[config.mk]
export PLATFORM = sky130hd
export DESIGN_NAME = bit_sorter_stream
export DESIGN_NICKNAME = d
export VERILOG_FILES = /design/src/rtl/sorter_pkg.sv /design/src/rtl/bit_popcount.sv /design/src/rtl/bit_sorter_stream.sv
export SDC_FILE = /design/constraint.sdc
export NUM_CORES = 1
export LEC_CHECK = 0
export ABC_AREA = 1
export CAP_MARGIN = 20
export CORE_MARGIN = 4
export CORE_UTILIZATION = 47
export CTS_CLUSTER_DIAMETER = 80
export CTS_CLUSTER_SIZE = 24
export DETAILED_ROUTE_END_ITERATION = 16
export PLACE_DENSITY = 0.75
export SLEW_MARGIN = 0
export SYNTH_ARGS = -nofsm -noshare
export SYNTH_HDL_FRONTEND = slang
export SYNTH_SLANG_ARGS = --single-unit
[constraint.sdc]
create_clock -name ck -period 1.9 [get_ports ck]
set_clock_uncertainty 0.15 [all_clocks]
set_input_delay 0.285 -clock ck [delete_from_list [all_inputs] [get_ports ck]]
set_output_delay 0.285 -clock ck [all_outputs]
set_load 0.1 [all_outputs]
[src/rtl/sorter_pkg.sv]
// Shared types and helpers for the bit-sorter datapath family.
package sorter_pkg;

    typedef enum logic {
        IDLE   = 1'b0,
        STREAM = 1'b1
    } state_t;

    localparam logic MODE_ZEROS_FIRST = 1'b0;
    localparam logic MODE_ONES_FIRST  = 1'b1;

    // Ceiling log2 usable in parameter expressions; sorterClog2(1) is 0.
    function automatic int sorterClog2(input int value);
        int result;
        result = 0;
        for (int w = 1; w < value; w = w * 2) begin
            result = result + 1;
        end
        return result;
    endfunction

endpackage

[src/rtl/bit_popcount.sv]
// Combinational ones counter; result is wide enough to hold WIDTH itself.
module bit_popcount
    import sorter_pkg::*;
#(
    parameter int WIDTH = 8,
    localparam int CW   = sorterClog2(WIDTH + 1)
) (
    input  logic [WIDTH-1:0] data_i,
    output logic [CW-1:0]    count_o
);

    // Written as a linear sum; synthesis rebalances it into an adder tree.
    always_comb begin
        count_o = '0;
        for (int i = 0; i < WIDTH; i++) begin
            count_o = count_o + CW'(data_i[i]);
        end
    end

endmodule

[src/rtl/bit_sorter_stream.sv]
// Accepts a word, counts its ones, and streams its bits back sorted
// (zeros-first or ones-first) one bit per beat with a one-word pending buffer.
module bit_sorter_stream
    import sorter_pkg::*;
#(
    parameter int WIDTH = 8,
    localparam int CW   = sorterClog2(WIDTH + 1),
    localparam int IW   = sorterClog2(WIDTH)
) (
    input  logic             ck,
    input  logic             reset,
    input  logic             clr,
    input  logic [WIDTH-1:0] in_data,
    input  logic             in_mode,
    input  logic             in_valid,
    output logic             in_ready,
    output logic             out_bit,
    output logic             out_valid,
    output logic             out_last,
    input  logic             out_ready,
    output logic [CW-1:0]    ones_count
);

    localparam logic [IW-1:0] LAST_IDX = IW'(WIDTH - 1);

    state_t          state_q;
    logic            pendFull_q;
    logic            pendMode_q;
    logic [CW-1:0]   pendCnt_q;
    logic            streamMode_q;
    logic [CW-1:0]   ones_q;
    logic [IW-1:0]   idx_q;
    logic            outValid_q;
    logic            outBit_q;
    logic            outLast_q;

    logic [CW-1:0]   inCnt_d;
    logic [IW-1:0]   nextIdx_d;
    logic            accept;
    logic            beat;

    bit_popcount #(.WIDTH(WIDTH)) uPopcount (
        .data_i  (in_data),
        .count_o (inCnt_d)
    );

    // Sorted bit at beat j, compared one bit wider than the count so
    // WIDTH - ones never wraps.
    function automatic logic bitAt(input logic [IW-1:0] j,
                                   input logic [CW-1:0] ones,
                                   input logic          mode);
        logic [CW:0] jx;
        logic [CW:0] ox;
        logic [CW:0] limit;
        jx    = (CW+1)'(j);
        ox    = (CW+1)'(ones);
        limit = (CW+1)'(WIDTH) - ox;
        if (mode == MODE_ONES_FIRST) begin
            return jx < ox;
        end
        return jx >= limit;
    endfunction

    assign accept    = in_valid && !pendFull_q;
    assign beat      = outValid_q && out_ready;
    assign nextIdx_d = idx_q + IW'(1);

    assign in_ready   = !pendFull_q;
    assign out_bit    = outBit_q;
    assign out_valid  = outValid_q;
    assign out_last   = outLast_q;
    assign ones_count = ones_q;

    always_ff @(posedge ck or posedge reset) begin
        if (reset) begin
            state_q      <= IDLE;
            pendFull_q   <= 1'b0;
            pendMode_q   <= 1'b0;
            pendCnt_q    <= '0;
            streamMode_q <= 1'b0;
            ones_q       <= '0;
            idx_q        <= '0;
            outValid_q   <= 1'b0;
            outBit_q     <= 1'b0;
            outLast_q    <= 1'b0;
        end else if (clr) begin
            state_q    <= IDLE;
            pendFull_q <= 1'b0;
            idx_q      <= '0;
            outValid_q <= 1'b0;
            outBit_q   <= 1'b0;
            outLast_q  <= 1'b0;
        end else begin
            // Accept and drain never collide: accept needs the buffer empty.
            if (accept) begin
                pendMode_q <= in_mode;
                pendCnt_q  <= inCnt_d;
                pendFull_q <= 1'b1;
            end

            case (state_q)
                IDLE: begin
                    if (pendFull_q) begin
                        ones_q       <= pendCnt_q;
                        streamMode_q <= pendMode_q;
                        idx_q        <= '0;
                        pendFull_q   <= 1'b0;
                        state_q      <= STREAM;
                        outValid_q   <= 1'b1;
                        outBit_q     <= bitAt('0, pendCnt_q, pendMode_q);
                        outLast_q    <= 1'b0;
                    end
                end

                STREAM: begin
                    if (beat) begin
                        if (idx_q == LAST_IDX) begin
                            if (pendFull_q) begin
                                ones_q       <= pendCnt_q;
                                streamMode_q <= pendMode_q;
                                idx_q        <= '0;
                                pendFull_q   <= 1'b0;
                                outBit_q     <= bitAt('0, pendCnt_q, pendMode_q);
                                outLast_q    <= 1'b0;
                            end else begin
                                state_q    <= IDLE;
                                idx_q      <= '0;
                                outValid_q <= 1'b0;
                                outBit_q   <= 1'b0;
                                outLast_q  <= 1'b0;
                            end
                        end else begin
                            idx_q     <= nextIdx_d;
                            outBit_q  <= bitAt(nextIdx_d, ones_q, streamMode_q);
                            outLast_q <= (nextIdx_d == LAST_IDX);
                        end
                    end
                end

                default: begin
                    state_q <= IDLE;
                end
            endcase
        end
    end

endmodule
==> impl_metrics.tcl <==
set metrics [dict create \
    groute.usage.overall_pct 15.8 \
    ir_drop_uv 1400 \
    synth.cell_area_um2 1260 \
    syn_inst 163 \
    ys_ff_latch 18 \
    cp_slowest_cell "fa_1" \
    power_switching_mw 1.27 \
    post-synth-top-area-cell "dfrtp_1" \
    initial_core_util_pct 50.0 \
    route.detailed.drc 0 \
    post-synth-top-count-cell "nand2_1" \
    hpwlAfterDp_um 2030 \
    synth_area_per_cell_um2 7.75 \
    nNetsFinal 230 \
    synth-edff-count 0 \
    period_share_pct 133 \
    swShare_pct 49.2 \
    critPathCaptureType "register" \
    grt_pass1_wl_um 4310 \
    crit_path_start_kind "input port" \
    outcome "complete, but fails checks" \
    wl_per_cell_um 11.9 \
    drive_gt1_share_pct 29.9 \
    fmax_ghz 0.395 \
    diodes 0 \
    synthTopCellsByArea "dfrtp_1, ha_1, nand2_1, inv_1, fa_1" \
    synth_top_area_share_pct 35.7 \
    path_class "in -> reg" \
    clkPwrFrac_pct 7.8 \
    io_pins 22 \
    placed_cell_area_um2 1660 \
    num_rows 18 \
    worst_pin_slew_ns 0.396 \
    routabilityCongestion 0.830 \
    wirelength_um 2690 \
    drt_iter0_drc 29 \
    synth_cell_types 19 \
    numCtsBuffers 3 \
    finalNonFillerCells 227 \
    power.static_leakage_nw 0.892 \
    cp_max_fo 2 \
    cts_hold_buffers 0 \
    post-route-min-period_ns 2.53 \
    root_buffer "clkbuf_4" \
    cts_tree "done" \
    placed_cells 217 \
    cts.sinks 18 \
    p_comb_share_pct 67.8 \
    cp.arrival_ns 2.61 \
    cpLargestDelayFamily "adder cells" \
    insertion_delay_ns 0.29 \
    worstPathCellList "buf_6 -> ha_4 -> inv_2 -> fa_1 -> fa_1 -> inv_2 -> fa_2 -> inv_2 -> fa_2 -> o21ai_1" \
    crit_required_ns 1.97 \
    finalSetupViolations 5 \
    pwr-share-seq_pct 24.4 \
    synth_ff_type "dfrtp_1" \
    hold_path.class "in -> async" \
    htreeDepth 1 \
    max_stage_delay_ns 0.51 \
    dieArea_um2 3580 \
    grt_pass1_vias 1057 \
    hold_viol_final 0 \
    fp.coreArea_um2 2520 \
    antenna_left 0 \
    worstPathBufferInverterCount 4 \
    slew_headroom_pct 73.5 \
    grt_max_degree 12 \
    die_y_um 59.8 \
    antenna_found_initial 0 \
    violations "setup timing" \
    synth_common_cells "nand2_1, inv_1, dfrtp_1" \
    synth_nets 195 \
    cellPowerDensity_nw_per_um2 1410 \
    synth_async_sr_flop_share_pct 100 \
    fin_ws_ns -0.632 \
    die_x_um 59.8 \
    design_area_um2 1840 \
    first_pass_iters 4 \
    cts.reportedPaths.clkPinSlew_ns 0.11 \
    viasPerCell 4.93 \
    cts_buffer_depth 2 \
    io_buffers 21 \
    maxCapViolCount 0 \
    seq_area_frac_synth_pct 35.7 \
    area_growth_pct 45.5 \
    crit_top_cell "inv_2" \
    p_int_mw 1.31 \
    vias 1119 \
    gr-total-overflow 0 \
    post-place-ws_ns -1.33 \
    ys_warn_count 0 \
    slew_violations 0 \
    rsz0062_at_grt "true" \
]
[per-layer routing]
| layer | wire [µm] | global-route usage [%] | vias up |
|---|---|---|---|
| li1 | - | - | 579 |
| met1 | 1210 | 20.3 | 519 |
| met2 | 1370 | 26.4 | 17 |
| met3 | 78 | 2.81 | 4 |
| met4 | 37 | 5.70 | 0 |
| met5 | 0 | 0 | - |
[cells by family (layout without fill, tap and decap cells)]
group | count (synthesis) | after routing | share of synthesized area [%]
adders and majority gates | 18 | 18 | 20.2
AOI/OAI and AO/OA | 23 | 23 | 10.6
buffers and inverters | 38 | 72 | 11.3
xor gates and xnor gates | 2 | 2 | 1.39
and+or+nand+nor | 64 | 64 | 20.8
DFF | 18 | 18 | 35.7
[layout make-up]
type / count / area (µm²)
clock buffer: 4 / 26.3
inverter: 38 / 153
fill: 193 / 686
tap: 30 / 37.5
timing repair buffer: 30 / 358
sequential: 18 / 459
multi-input combinational: 107 / 803
[state kept, by name, indices dropped and copies added (netlist names)]
name and flops:
idx_q 3, state_q 1, out_last 1, pendFull_q 1, streamMode_q 1, pendCnt_q 4, ones_count 4, out_valid 1
pendMode_q 1, out_bit 1
[timing repair]
action	in CTS	in global routing
cloned	0	0
pin swaps	7	21
resized for setup	16	15
setup endpoints to repair	5	5
setup buffers	1	5
[path summary, 6_finish.rpt]
path,start,endpoint,slack (ns),depth (start not counted)
min in group ck,streamMode_q,streamMode_q,0.34,2
worst max-delay path,in_data[1],pendCnt_q[1],-0.63,10
max in group asynchronous,reset,idx_q[0],1.01,3
worst max register to register,ones_count[1],out_bit,-0.06,12
worst min register to register,streamMode_q,streamMode_q,0.34,2
worst min-delay path,reset,pendCnt_q[3],0.13,2
[power by group through the flow]
| stage | combinational (mW) | clock (mW) | sequential, mW |
|---|---|---|---|
| 2_1_floorplan | 0.673 | 0 | 0.961 |
| 3_3_place_gp | 1.40 | 0 | 0.638 |
| 3_5_place_dp | 1.45 | 0 | 0.648 |
| 4_1_cts | 1.48 | 0.205 | 0.642 |
| 5_1_grt | 1.92 | 0.221 | 0.650 |
| 6_report | 1.75 | 0.201 | 0.632 |
[through the flow]
stage	utilization (%)	hold slack [ns]	power, mW	TNS (ns)
floorplan	-	0.0735	1.63	-2.42
global placement	65.7	0.320	2.04	-4.44
detailed placement	65.7	0.323	2.10	-4.61
CTS	68.2	0.141	2.33	-2.07
global route	72.8	0.159	2.79	-2.43
finish	72.8	0.126	2.59	-2.06
[layout by cell type, fill, tap and decap left out, types with 2 or more instances in the layout]
cell type,instances
o21ai_0,11
o21ai_1,3
buf_12,8
buf_6,2
inv_4,2
nand4_1,3
ha_4,9
dlygate4sd2_1,2
nand2_1,37
fa_2,2
nand2_2,6
inv_2,9
clkbuf_4,3
inv_1,26
fa_1,2
dfrtp_1,15
o31ai_1,3
nor2_1,11
nand3_1,6
buf_4,9
dfrtp_4,2
a21oi_2,2
clkdlybuf4s50_1,9
xor2_1,2
ha_1,4
(Power assumes the default switching activity.)
==> RTL edit 1 (same flow settings) <==
Register the output `ones_count` once more, cleared by the reset; this adds one clock of latency there. The other outputs are not delayed to match.
--- a/src/rtl/bit_sorter_stream.sv
+++ b/src/rtl/bit_sorter_stream.sv
@@ -71,3 +71,9 @@
     assign out_last   = outLast_q;
-    assign ones_count = ones_q;
+    always_ff @(posedge ck or posedge reset) begin
+        if (reset) begin
+            ones_count <= '0;
+        end else begin
+            ones_count <= ones_q;
+        end
+    end
 
Behaviour: not the same (Yosys sat finds a counterexample within 4 cycles, from zero or initial values and one cycle with reset high).
==> RTL edit 1 against the unedited design <==
The run still ends with setup timing left. Setup slack barely moved. Die area rose by 6.8%. Power rose by 1.7%. Synthesized area rose by 7.9%. Sequential cell count rose by 4. Cell area rose by 0.34%. Routed wire length rose by 3.4%. First-iteration DRC count fell by 24%. Highest routed layer unchanged.
==> RTL edit 1: results (changes against the unedited design) <==
{| class="wikitable"
! Metric !! Value
|-
| Status || finished, violations left (unchanged)
|-
| Failing checks || setup timing (unchanged)
|-
| Vias in the first global route || 1,024 (was 1,057)
|-
| Setup slack of the worst register-to-register path || 0 ns (was -0.06 ns)
|-
| Worst IR drop on VDD || 0.00150 V (was 0.00140 V)
|-
| Number of inverters outside the clock class in the layout || 35 (was 38)
|-
| Placer congestion estimate || 0.825 (was 0.830)
|-
| Setup tns final || -1.82 ns (was -2.06 ns)
|-
| First-pass GRT wire length || 4140 um (was 4310 um)
|-
| Final worst setup slack || -0.632 ns (about the same)
|-
| P_clk || 258 uW (was 201 uW)
|-
| Flip-flop and latch count after synthesis || 22 (was 18)
|-
| Via total after detailed routing || 1,125 (was 1,119)
|-
| Start of the worst register-to-register path || idx_q[0] (was ones_count[1])
|-
| Setup WS pre-CTS || -1.37 ns (was -1.33 ns)
|-
| Post-synthesis compound-gate area fraction || 8.72% (was 10.6%)
|-
| Layout fillers || 217 (was 193)
|-
| Portion of the layout cell area used by non-clock buffers || 17.4% (was 19.5%)
|-
| Per-cell routed wire length || 12.5 um (was 11.9 um)
|-
| Most frequent cells after synthesis || sky130_fd_sc_hd__nand2_1 (39), sky130_fd_sc_hd__inv_1 (30), sky130_fd_sc_hd__dfrtp_1 (22) (was sky130_fd_sc_hd__nand2_1 (41), sky130_fd_sc_hd__inv_1 (34), sky130_fd_sc_hd__dfrtp_1 (18))
|-
| Data arrival, critical path || 2.62 ns (was 2.61 ns)
|-
| Number of setup violations in the final report || 5 (unchanged)
|-
| First DRT Iteration DRCs || 22 (was 29)
|-
| Seq/Total Area, Yosys || 40.4% (was 35.7%)
|-
| Depth of the worst register-to-register path || 11 (was 12)
|-
| Sequential Area || 551 um2 (was 459 um2)
|-
| Mapped Avg Cell Area || 8.36 um2 (was 7.75 um2)
|-
| Arithmetic-cell share of the synthesized area counting full adders, half adders and majority gates || 18.7% (was 20.2%)
|-
| Leading post-synthesis cells by cell area || sky130_fd_sc_hd__dfrtp_1 (40%), sky130_fd_sc_hd__ha_1 (13%), sky130_fd_sc_hd__nand2_1 (11%), sky130_fd_sc_hd__inv_1 (8.3%), sky130_fd_sc_hd__fa_1 (5.9%) (was sky130_fd_sc_hd__dfrtp_1 (36%), sky130_fd_sc_hd__ha_1 (14%), sky130_fd_sc_hd__nand2_1 (12%), sky130_fd_sc_hd__inv_1 (10%), sky130_fd_sc_hd__fa_1 (6.3%))
|}
## RTL edit 1: cell count changes in the layout (fill, tap and decap cells not counted), moves of 5 or more
| cell | before | now |
|---|---|---|
| sky130_fd_sc_hd__o21ai_0 | 11 | 3 |
| sky130_fd_sc_hd__dfrtp_1 | 15 | 22 |
| sky130_fd_sc_hd__o21ai_1 | 3 | 10 |
| sky130_fd_sc_hd__buf_4 | 9 | 4 |
## RTL edit 1: what timing repair did
action                                  4_1_cts  5_1_grt
cloned                                        0        0
pin swaps                                     8       15
endpoints found under the setup margin        5        5
resized for setup                            15       10
setup buffers                                 1        1
## RTL edit 1: through the flow
stage	power [uW]	util, %	instance area [um2]	hold slack [ns]
2_1_floorplan	1750	-	1380	0.124
3_3_place_gp	2170	62.5	1720	0.246
3_5_place_dp	2250	62.5	1720	0.246
4_1_cts	2520	64.8	1790	0.148
5_1_grt	2820	66.8	1840	0.192
6_report	2630	66.8	1840	0.140
## RTL edit 1: tightest hold or removal path, delay by kind of cell
family | cells | cell delay [ns]
buffers and inverters | 3 | 0.72
## RTL edit 1: metal layers
metal,track usage (%),up-vias,part of all wire [%]
met1,18.2,532,43
met4,4.55,0,0.83
met3,1.86,2,3.1
met2,26.0,23,53
li1,-,568,-
met5,0,-,0
## RTL edit 1: worst max-delay path by stage
stage | start | endpoint | slack, ns | depth (start not counted)
floorplan | in_data[1] | pendCnt_q[1] | -0.77 | 9
global placement | in_data[0] | pendCnt_q[1] | -1.27 | 10
detailed placement | in_data[0] | pendCnt_q[1] | -1.37 | 10
CTS | in_data[0] | pendCnt_q[1] | -0.72 | 10
global route | in_data[1] | pendCnt_q[1] | -0.68 | 10
finish | in_data[1] | pendCnt_q[1] | -0.63 | 10
==> RTL edit 2 (same settings) <==
Made on the original files. `WIDTH` is set to 8 in 2 places; all go to 10.
--- a/src/rtl/bit_popcount.sv
+++ b/src/rtl/bit_popcount.sv
@@ -4,3 +4,3 @@
 #(
-    parameter int WIDTH = 8,
+    parameter int WIDTH = 10,
     localparam int CW   = sorterClog2(WIDTH + 1)
--- a/src/rtl/bit_sorter_stream.sv
+++ b/src/rtl/bit_sorter_stream.sv
@@ -5,3 +5,3 @@
 #(
-    parameter int WIDTH = 8,
+    parameter int WIDTH = 10,
     localparam int CW   = sorterClog2(WIDTH + 1),
Interface: changed (resized in_data); port bits go from 22 to 24. No check against the original RTL was run, so the function may have changed too.
==> RTL edit 2 against the unedited design <==
The run still ends with setup timing left. Synthesized cell count increased by 13%. Power grew 12%. Cell count grew 19%. First-iteration DRC count is 76% higher. Synthesized area increased by 18%. Non-clock buffer count grew 7. Count of clock-buffer cells in the layout unchanged. Cell area is 14% higher. Routed wire length up 9.0%. Worst hold slack better by 0.0093 ns. Combinational power is 13% higher. Setup slack worse by 0.48 ns. Sequential cell count up 1. Critical endpoint unchanged.
==> RTL edit 2: results (changes against the unedited design) <==
{| class="wikitable"
! Metric !! Value
|-
| Setup slack of the worst register-to-register path || 0 ns (was -0.06 ns)
|-
| Switching Share || 49.2% (about the same)
|-
| Most frequent cells after synthesis || sky130_fd_sc_hd__nand2_1 (45), sky130_fd_sc_hd__inv_1 (39), sky130_fd_sc_hd__dfrtp_1 (19), sky130_fd_sc_hd__ha_1 (19), sky130_fd_sc_hd__nor2_1 (13) (was sky130_fd_sc_hd__nand2_1 (41), sky130_fd_sc_hd__inv_1 (34), sky130_fd_sc_hd__dfrtp_1 (18))
|-
| Worst slack on hold paths || 0.136 ns (was 0.126 ns)
|-
| Via total after detailed routing || 1,229 (was 1,119)
|-
| Status || finished, violations left (unchanged)
|-
| Number of setup violations in the final report || 5 (unchanged)
|-
| Detail Route met3 WL || 70 um (was 78 um)
|-
| Arithmetic-cell share of the synthesized area counting full adders, half adders and majority gates || 24.0% (was 20.2%)
|-
| Standard cell with the maximum stage delay on the critical path || sky130_fd_sc_hd__fa_2 (was sky130_fd_sc_hd__fa_1)
|-
| Final worst setup slack || -1.11 ns (was -0.632 ns)
|-
| WL met2 || 1520 um (was 1370 um)
|-
| Measured slew at the worst slew-check pin || 0.290 ns (was 0.396 ns)
|-
| Xor/xnor share of the synthesized area || 2.93% (was 1.39%)
|-
| Synthesized instance count || 185 (was 163)
|-
| Worst stage delay on the critical path || 0.53 ns (was 0.51 ns)
|-
| Global-route total usage across every layer || 16.3% (was 15.8%)
|-
| Pin count of the biggest net entering global routing || 20 (was 12)
|-
| Failing checks || setup timing (unchanged)
|-
| Setup tns final || -3.90 ns (was -2.06 ns)
|-
| Post-synthesis compound-gate area fraction || 11.1% (was 10.6%)
|-
| Distinct cell type count after synthesis || 25 (was 19)
|-
| Comb power frac || 68.2% (was 67.8%)
|-
| Ratio of cells with drive above 1 in the final layout || 25.7% (was 29.9%)
|-
| Net load switching power || 1420 uW (was 1270 uW)
|-
| Leading post-synthesis cells by cell area || sky130_fd_sc_hd__dfrtp_1 (32%), sky130_fd_sc_hd__ha_1 (16%), sky130_fd_sc_hd__nand2_1 (11%), sky130_fd_sc_hd__inv_1 (9.8%), sky130_fd_sc_hd__fa_1 (8.0%) (was sky130_fd_sc_hd__dfrtp_1 (36%), sky130_fd_sc_hd__ha_1 (14%), sky130_fd_sc_hd__nand2_1 (12%), sky130_fd_sc_hd__inv_1 (10%), sky130_fd_sc_hd__fa_1 (6.3%))
|-
| Worst IR drop on VDD || 0.000568 V (was 0.00140 V)
|-
| Power dissipated in sequential cells || 709 uW (was 632 uW)
|}
==> RTL edit 2: tightest hold or removal path: cells and delay by family <==
kind     cells  cell delay [ns]
buf+inv      3             0.69
==> RTL edit 2: layout make-up <==
class	instances	area, um2	area share (%)
inverter	41	154	7.36
sequential	19	485	23.2
clock buffer	4	26.3	1.26
timing repair buffer	37	415	19.9
tap	44	55.1	2.63
multi-input combinational	125	956	45.7
==> RTL edit 2: worst max path at each step <==
| stage | to | cells after the start |
|---|---|---|
| 2_1_floorplan | pendCnt_q[1] | 10 |
| 3_3_place_gp | pendCnt_q[1] | 11 |
| 3_5_place_dp | pendCnt_q[1] | 11 |
| 4_1_cts | pendCnt_q[1] | 11 |
| 5_1_grt | pendCnt_q[1] | 11 |
| 6_report | pendCnt_q[1] | 11 |
==> RTL edit 2: repair_timing <==
action,in CTS,in global routing
gates resized for setup,19,2
setup endpoints to repair,5,5
hold buffers,0,0
buffers inserted,3,0
pin swaps,12,5
hold endpoints to repair,0,0
